==> src/rtl/dump_fsm.sv <==
// Output-side drain controller for the SHAKE core: streams squeezed rate blocks
// from the PISO buffer to a ready/valid consumer and requests extra squeezes.
module dump_fsm #(
    parameter int W             = 64,
    parameter int LEN_W         = 32,
    parameter int RATE128_WORDS = 21,
    parameter int RATE256_WORDS = 17
) (
    input  logic             clk,
    input  logic             rst,
    input  logic             start,
    input  logic [LEN_W-1:0] output_length,
    input  logic             mode,
    input  logic             output_buffer_ready,
    input  logic [W-1:0]     word_in,
    input  logic             ready_in,
    output logic             shift_enable,
    output logic             output_buffer_ready_clr,
    output logic             squeeze_request,
    output logic [W-1:0]     data_out,
    output logic             valid_out,
    output logic             last_out,
    output logic             busy,
    output logic             done
);

    localparam int SH_W = $clog2(W);
    localparam logic [LEN_W-1:0] W_LEN = LEN_W'(W);
    localparam logic [4:0] WORDS128 = 5'(RATE128_WORDS);
    localparam logic [4:0] WORDS256 = 5'(RATE256_WORDS);

    typedef enum logic [1:0] {
        IDLE,
        WAIT_BUFFER,
        DUMP
    } state_t;

    state_t           state, state_next;
    logic [LEN_W-1:0] remaining, remaining_next;
    logic [4:0]       word_cnt, word_cnt_next;
    logic             mode_r, mode_next;
    logic             done_next;
    logic             last_word;
    logic [W-1:0]     mask;

    always_ff @(posedge clk) begin
        if (!rst) begin
            state     <= IDLE;
            remaining <= '0;
            word_cnt  <= '0;
            mode_r    <= 1'b0;
            done      <= 1'b0;
        end else begin
            state     <= state_next;
            remaining <= remaining_next;
            word_cnt  <= word_cnt_next;
            mode_r    <= mode_next;
            done      <= done_next;
        end
    end

    // Final word carries only the low `remaining` bits; everything above is zeroed.
    always_comb begin
        last_word = (remaining <= W_LEN);
        if (remaining >= W_LEN)
            mask = '1;
        else
            mask = (W'(1) << remaining[SH_W-1:0]) - W'(1);
    end

    always_comb begin
        state_next              = state;
        remaining_next          = remaining;
        word_cnt_next           = word_cnt;
        mode_next               = mode_r;
        done_next               = 1'b0;
        shift_enable            = 1'b0;
        output_buffer_ready_clr = 1'b0;
        squeeze_request         = 1'b0;
        valid_out               = 1'b0;
        last_out                = 1'b0;
        data_out                = '0;

        case (state)
            IDLE: begin
                if (start) begin
                    if (output_length != '0) begin
                        remaining_next = output_length;
                        mode_next      = mode;
                        state_next     = WAIT_BUFFER;
                    end else begin
                        done_next = 1'b1;
                    end
                end
            end

            WAIT_BUFFER: begin
                if (output_buffer_ready) begin
                    word_cnt_next = mode_r ? WORDS256 : WORDS128;
                    state_next    = DUMP;
                end
            end

            DUMP: begin
                valid_out = 1'b1;
                data_out  = word_in & mask;
                last_out  = last_word;
                if (ready_in) begin
                    shift_enable   = 1'b1;
                    remaining_next = (remaining > W_LEN) ? (remaining - W_LEN) : '0;
                    word_cnt_next  = (word_cnt != '0) ? (word_cnt - 5'd1) : '0;
                    // Finishing the request wins over an exhausted block: no extra squeeze.
                    if (last_word) begin
                        output_buffer_ready_clr = 1'b1;
                        done_next               = 1'b1;
                        state_next              = IDLE;
                    end else if (word_cnt == 5'd1) begin
                        output_buffer_ready_clr = 1'b1;
                        squeeze_request         = 1'b1;
                        state_next              = WAIT_BUFFER;
                    end
                end
            end

            default: begin
                state_next = IDLE;
            end
        endcase
    end

    assign busy = (state != IDLE);

endmodule
==> config.mk <==
export PLATFORM = sky130hd
export DESIGN_NAME = dump_fsm
export DESIGN_NICKNAME = d
export VERILOG_FILES = /design/src/rtl/dump_fsm.sv
export SDC_FILE = /design/constraint.sdc
export NUM_CORES = 1
export LEC_CHECK = 0
export ABC_AREA = 1
export BUFFER_PORTS_ARGS = -buffer_cell sky130_fd_sc_hd__buf_4
export CORE_MARGIN = 4
export CORE_UTILIZATION = 58
export CTS_CLUSTER_SIZE = 24
export DETAILED_ROUTE_END_ITERATION = 10
export PLACE_DENSITY = 0.88
export SETUP_SLACK_MARGIN = 0.02
export SLEW_MARGIN = 30
export SYNTH_ARGS = -nofsm -noshare
export SYNTH_HDL_FRONTEND = slang
export SYNTH_SLANG_ARGS = --single-unit
==> constraint.sdc <==
create_clock -name clk -period 4.7 [get_ports clk]
set_clock_uncertainty 0.1 [all_clocks]
set_input_delay 0.94 -clock clk [delete_from_list [all_inputs] [get_ports clk]]
set_output_delay 0.94 -clock clk [all_outputs]
set_load 0.05 [all_outputs]
# Yosys cells after proc, flatten, opt, wreduce, memory -nomap -nowiden
# Index checks and enable logic that the tools add are counted.
dict set report totals {
  register_bits 41
  inputBits 102
  wordCells 66
}
dict set report op_classes {
  addsub 3
  magnitude_cmp 3
  n_eq_ne 8
  n_shift 1
  mux 35
  bitwise 1
  n_reduce_logical 10
}
# operator n
set ops {}
lappend ops {{$mux W32} 4}
lappend ops {{$mux W64} 2}
lappend ops {{$and A64 B64 Y64} 1}
lappend ops {{$pmux W32 S2} 1}
lappend ops {{$shl A1 B6 Y64 const A} 1}
lappend ops {{$sub A64 B2 Y64 const B} 1}
lappend ops {{$ge A32 B7 Y1 const B} 1}
lappend ops {{$gt A32 B7 Y1 const B} 1}
lappend ops {{$le A32 B7 Y1 const B} 1}
lappend ops {{$reduce_bool A32 Y1} 1}
lappend ops {{$sub A32 B7 Y32 const B} 1}
lappend ops {{$mux W1} 15}
lappend ops {{$mux W5} 3}
lappend ops {{$mux W2} 6}
lappend ops {{$pmux W5 S2} 1}
lappend ops {{$ne A2 B2 Y1 const B} 4}
lappend ops {{$pmux W2 S3} 1}
lappend ops {{$reduce_and A3 Y1} 2}
lappend ops {{$reduce_bool A2 Y1} 3}
lappend ops {{$eq A5 B1 Y1 const B} 1}
lappend ops {{$reduce_and A5 Y1} 1}
lappend ops {{$reduce_bool A5 Y1} 1}
lappend ops {{$sub A5 B1 Y5 const B} 1}
lappend ops {{$reduce_and A4 Y1} 1}
lappend ops {{6 further kinds} 6}

# Longest topological paths before layout
dict set report logic_depth {
  ltp_word 5
  depth_mapped 17
  ltp_nobuf 16
}

# Worst setup path before layout
# No wires, ideal clock.
dict set report synth_timing {
  path_type {input to output}
  from {input ready_in}
  to {output squeeze_request}
  arrival_ns 3.117
  t_required_ns 3.660
  slack_ns 0.543
  cell_stages 4
  n_path_buf 0
  cell_sequence {inv_1 nor2_1 inv_1 nor3b_1}
}
dict set report synth_via {
  elab_chain_len 2
}
# element line
set synth_rtl {}
lappend synth_rtl {{from (decl)} 16} ;# input logic ready_in,
lappend synth_rtl {{$mux W1} 108} ;# if (ready_in) begin
lappend synth_rtl {{$mux W1} 84} ;# case (state)
lappend synth_rtl {{to (decl)} 19} ;# output logic squeeze_request,
# No other way between the ends.

# Final worst setup path
dict set report layout_timing {
  from {register remaining[2]}
  to {output data_out[58]}
}
dict set report layout_via {
  elab_chain_len 5
  word_cells_on_any_way 6
}
# element line
set layout_rtl {}
lappend layout_rtl {{from (decl)} 39} ;# logic [LEN_W-1:0] remaining, remaining_next;
lappend layout_rtl {{from (signal assigned)} 55} ;# remaining <= remaining_next;
lappend layout_rtl {{$shl A1 B6 Y64} 68} ;# mask = (W'(1) << remaining[SH_W-1:0]) - W'(1);
lappend layout_rtl {{$sub A64 B2 Y64} 68}
lappend layout_rtl {{$mux W64 (*)} 65} ;# if (remaining >= W_LEN)
lappend layout_rtl {{$and A64 B64 Y64 (*)} 106} ;# data_out = word_in & mask;
lappend layout_rtl {{$mux W64 (*)} 84}
lappend layout_rtl {{to (decl)} 20} ;# output logic [W-1:0] data_out,
# Mark *: on every way between the ends. The rest lies on a longest branch, timed or not.

==> run_results.csv <==
group,metric,value,unit
drt,antenna_left,0,
placement,port_buffers,172,
layout,n_antenna_cell,0,
clocking,cts_setup_buffers,0,
sta,worst_pin_slew,1.03,ns
placement,gp_congestion,1.01,
floorplanning,dieWidth,108,µm
yosys,syn_avg_cell_area,5.12,µm²
layout,layout_common_cells,"nand2_1, nor2_1, buf_4",
clocking,cts-resized-gates,0,
layout,layout.cells.non_filler,1397,
pwr,pwr_density_cell,287,mW/mm²
sta,tns,0,ns
global_routing,grt_usage,37.5,%
job,drv_cap,0,
drt,wl_per_cell,16.3,µm
layout,seq_area,821,µm²
run_status,status,"finished clean",
yosys,synth.distinct_cells,39,
drt,num_vias,8264,
placement,dp.cells,1389,
global_routing,grt_pass1_vias,7244,
yosys,ys_seq_area_share,14.2,%
floorplanning,die-area,0.0116,mm²
yosys,netlist_top_cells_area,"nand2_1, nor2_1, dfxtp_1",
drt,route.detailed.drc,0,
layout,final_core_util,73.6,%
setup_path,worstSetupPathType,"reg -> out",
yosys,syn-cell-area,0.00576,mm²
yosys,ys_ff_latch,41,
layout,fin_nets,1370,
sta,setup-violations-final,0,
floorplanning,io_pins,173,
drt,drt_iter0_markers,1063,
setup_path,critPathCapture,"data_out[58]",
clocking,cts_root_buffer,"clkbuf_8",
sta,finalMaxSlewViolations,0,
placement,dp.final_hpwl,17.9,mm
setup_path,worstPathArrival,3.30,ns
clocking,cts-buffers-inserted,5,
floorplanning,die_h,108,µm
yosys,synthDominantCellAreaShare,19.1,%
clocking,hold_buffers,0,
setup_path,r2r_slack,1.60,ns
drt,drtPass1Iterations,6,
pwr,p_leak,4.16,nW
floorplanning,floorplan.initialDensity,59.2,%
global_routing,antenna_found_initial,0,
layout,drive_gt1_share,18.2,%
setup_path,r2r_start,"remaining[6]$_SDFFE_PN0P_",
sta,rsz0062_at_grt,"false",
sta,fmax,231,MHz
yosys,synth_edf_count,0,
drt,avgViaCountPerCell,5.92,
clocking,clk_path_buf_depth,2,
global_routing,grt_first_pass_wirelength,35.6,mm
setup_path,start_kind,"flip-flop",
setup_path,required,3.66,ns
setup_path,worstPathMaxFanout,15,
yosys,ys.flop_type,"dfxtp_1",
sta,max_slew_margin,31.2,%
pwr,peakVddDrop,0.227,mV
layout,layout_commonest_cell,"nand2_1",
setup_path,rr_endpoint,"state[1]$_SDFFE_PN0P_",
clocking,clock_latency,0.31,ns
clocking,clock-sinks,41,
yosys,syn_inst,1125,
floorplanning,coreArea,0.00973,mm²
layout,multi_input_area,0.00422,mm²
hold_path,hold_path.class,"reg -> reg",
sta,finalHoldViolCount,0,
yosys,synthesis.nets,1232,
sta,post-route-min-period,4.34,ns
layout,syn_to_final_growth,24.3,%
clocking,cts_tree,"yes",
yosys,yosysWarnings,0,
setup_path,reg2regPathDepth,15,
drt,wirelength,22.7,mm
yosys,synthArstFlopShare,0,%
global_routing,grt_overflow,0,
yosys,synth_top_cell_by_area,"nand2_1",
floorplanning,num_rows,36,
sta,finalCritPeriodShare,92.3,%
clocking,cts_max_level,2,
clocking,clk_pin_slew_worst_paths,0.09,ns
layout,n_fill_cell,879,
setup_path,crit_path_start,"remaining[2]$_SDFFE_PN0P_",
setup_path,crit_path_end_kind,"output pin",
global_routing,grt_max_degree,66,
critical path, cell delays in order, from the launching register on:
cell,delay (ns)
dfxtp_1,0.70
nor2_1,0.17
nand3_2,0.15
nor2_1,0.10
inv_2,0.15
ha_1,0.18
inv_1,0.06
nor2_1,0.15
nand3_1,0.21
inv_1,0.17
nand2_1,0.10
nor2_2,0.33
nand3_1,0.12
nand2_1,0.07
nor2_1,0.04
nor2_1,0.08
buf_4,0.20
metrics by stage:
stage	power [W]	hold slack, ns	area [µm²]	setup slack [ns]
floorplan	0.00140	0.330	5760	0.543
global placement	0.00174	0.350	7070	0.849
detailed placement	0.00176	0.351	7070	0.827
CTS	0.00200	0.364	7160	0.490
global route	0.00219	0.388	7160	0.178
finish	0.00206	0.365	7160	0.363
report_power, final:
part	switching [W]	internal (W)
clock network	0.000145	0.000106
logic	0.000920	0.000409
registers	0.0000734	0.000403
Yosys cell counts (2+ instances only):
cell / n
nand3_1: 101
a211oi_1: 4
o22ai_1: 8
dfxtp_1: 41
ha_1: 5
nor3_1: 13
o211ai_1: 4
nand2_2: 4
o21ai_0: 36
nand3b_1: 9
inv_1: 124
xnor2_1: 7
and2_1: 2
clkbuf_1: 22
a31oi_1: 4
buf_4: 3
nor2_1: 219
nand4_1: 55
clkinv_1: 2
nor3_2: 2
o21ai_1: 5
xor2_1: 14
o21bai_1: 5
nand2_1: 293
nor2_2: 15
inv_2: 12
buf_1: 5
nand3_2: 2
nor2_4: 4
a21oi_1: 77
buf_2: 18
nor4_1: 3
sequential cells by signal, summed over array words and instances (netlist names):
| register | cells |
|---|---|
| remaining | 32 |
| word_cnt | 5 |
| state | 2 |
| done | 1 |
| mode_r | 1 |
per-layer routing:
metal  share of wire, %  track usage, %  up-vias
met1                 40            49.9     3698
met3                 13            7.86       92
li1                   -               -     3918
met5                  0               0        -
met2                 44            61.7      556
met4                3.1            9.56        0
cell type report:
type / count / area share [%]
Timing Repair Buffer: 179 / 18.8
Sequential cell: 41 / 11.5
Inverter: 138 / 7.23
Multi-Input combinational cell: 898 / 59.0
Clock inverter: 3 / 0.297
Tap cell: 133 / 2.32
Clock buffer: 5 / 0.961
kinds of logic after synthesis:
| kind of cell | after synthesis | share of synthesized area, % |
|---|---|---|
| buffers and inverters | 186 | 12.7 |
| xor gates and xnor gates | 21 | 3.19 |
| DFF | 41 | 14.2 |
| AOI/OAI and AO/OA | 147 | 13.9 |
| adders and majority gates | 5 | 1.09 |
| and+or+nand+nor | 725 | 54.9 |
how the worst min path moves through the flow:
stage / from / endpoint / slack (ns) / depth (start not counted)
final: word_cnt[4]$_SDFFE_PN0P_ / word_cnt[4]$_SDFFE_PN0P_ / 0.36 / 2
after global routing: mode_r$_SDFFE_PN0P_ / mode_r$_SDFFE_PN0P_ / 0.39 / 2
after CTS: word_cnt[4]$_SDFFE_PN0P_ / word_cnt[4]$_SDFFE_PN0P_ / 0.36 / 2
after detailed placement: word_cnt[4]$_SDFFE_PN0P_ / word_cnt[4]$_SDFFE_PN0P_ / 0.35 / 2
after global placement: word_cnt[4]$_SDFFE_PN0P_ / word_cnt[4]$_SDFFE_PN0P_ / 0.35 / 2
after floorplan: mode_r$_SDFFE_PN0P_ / mode_r$_SDFFE_PN0P_ / 0.33 / 2
Power figures use the tool's default switching activity.
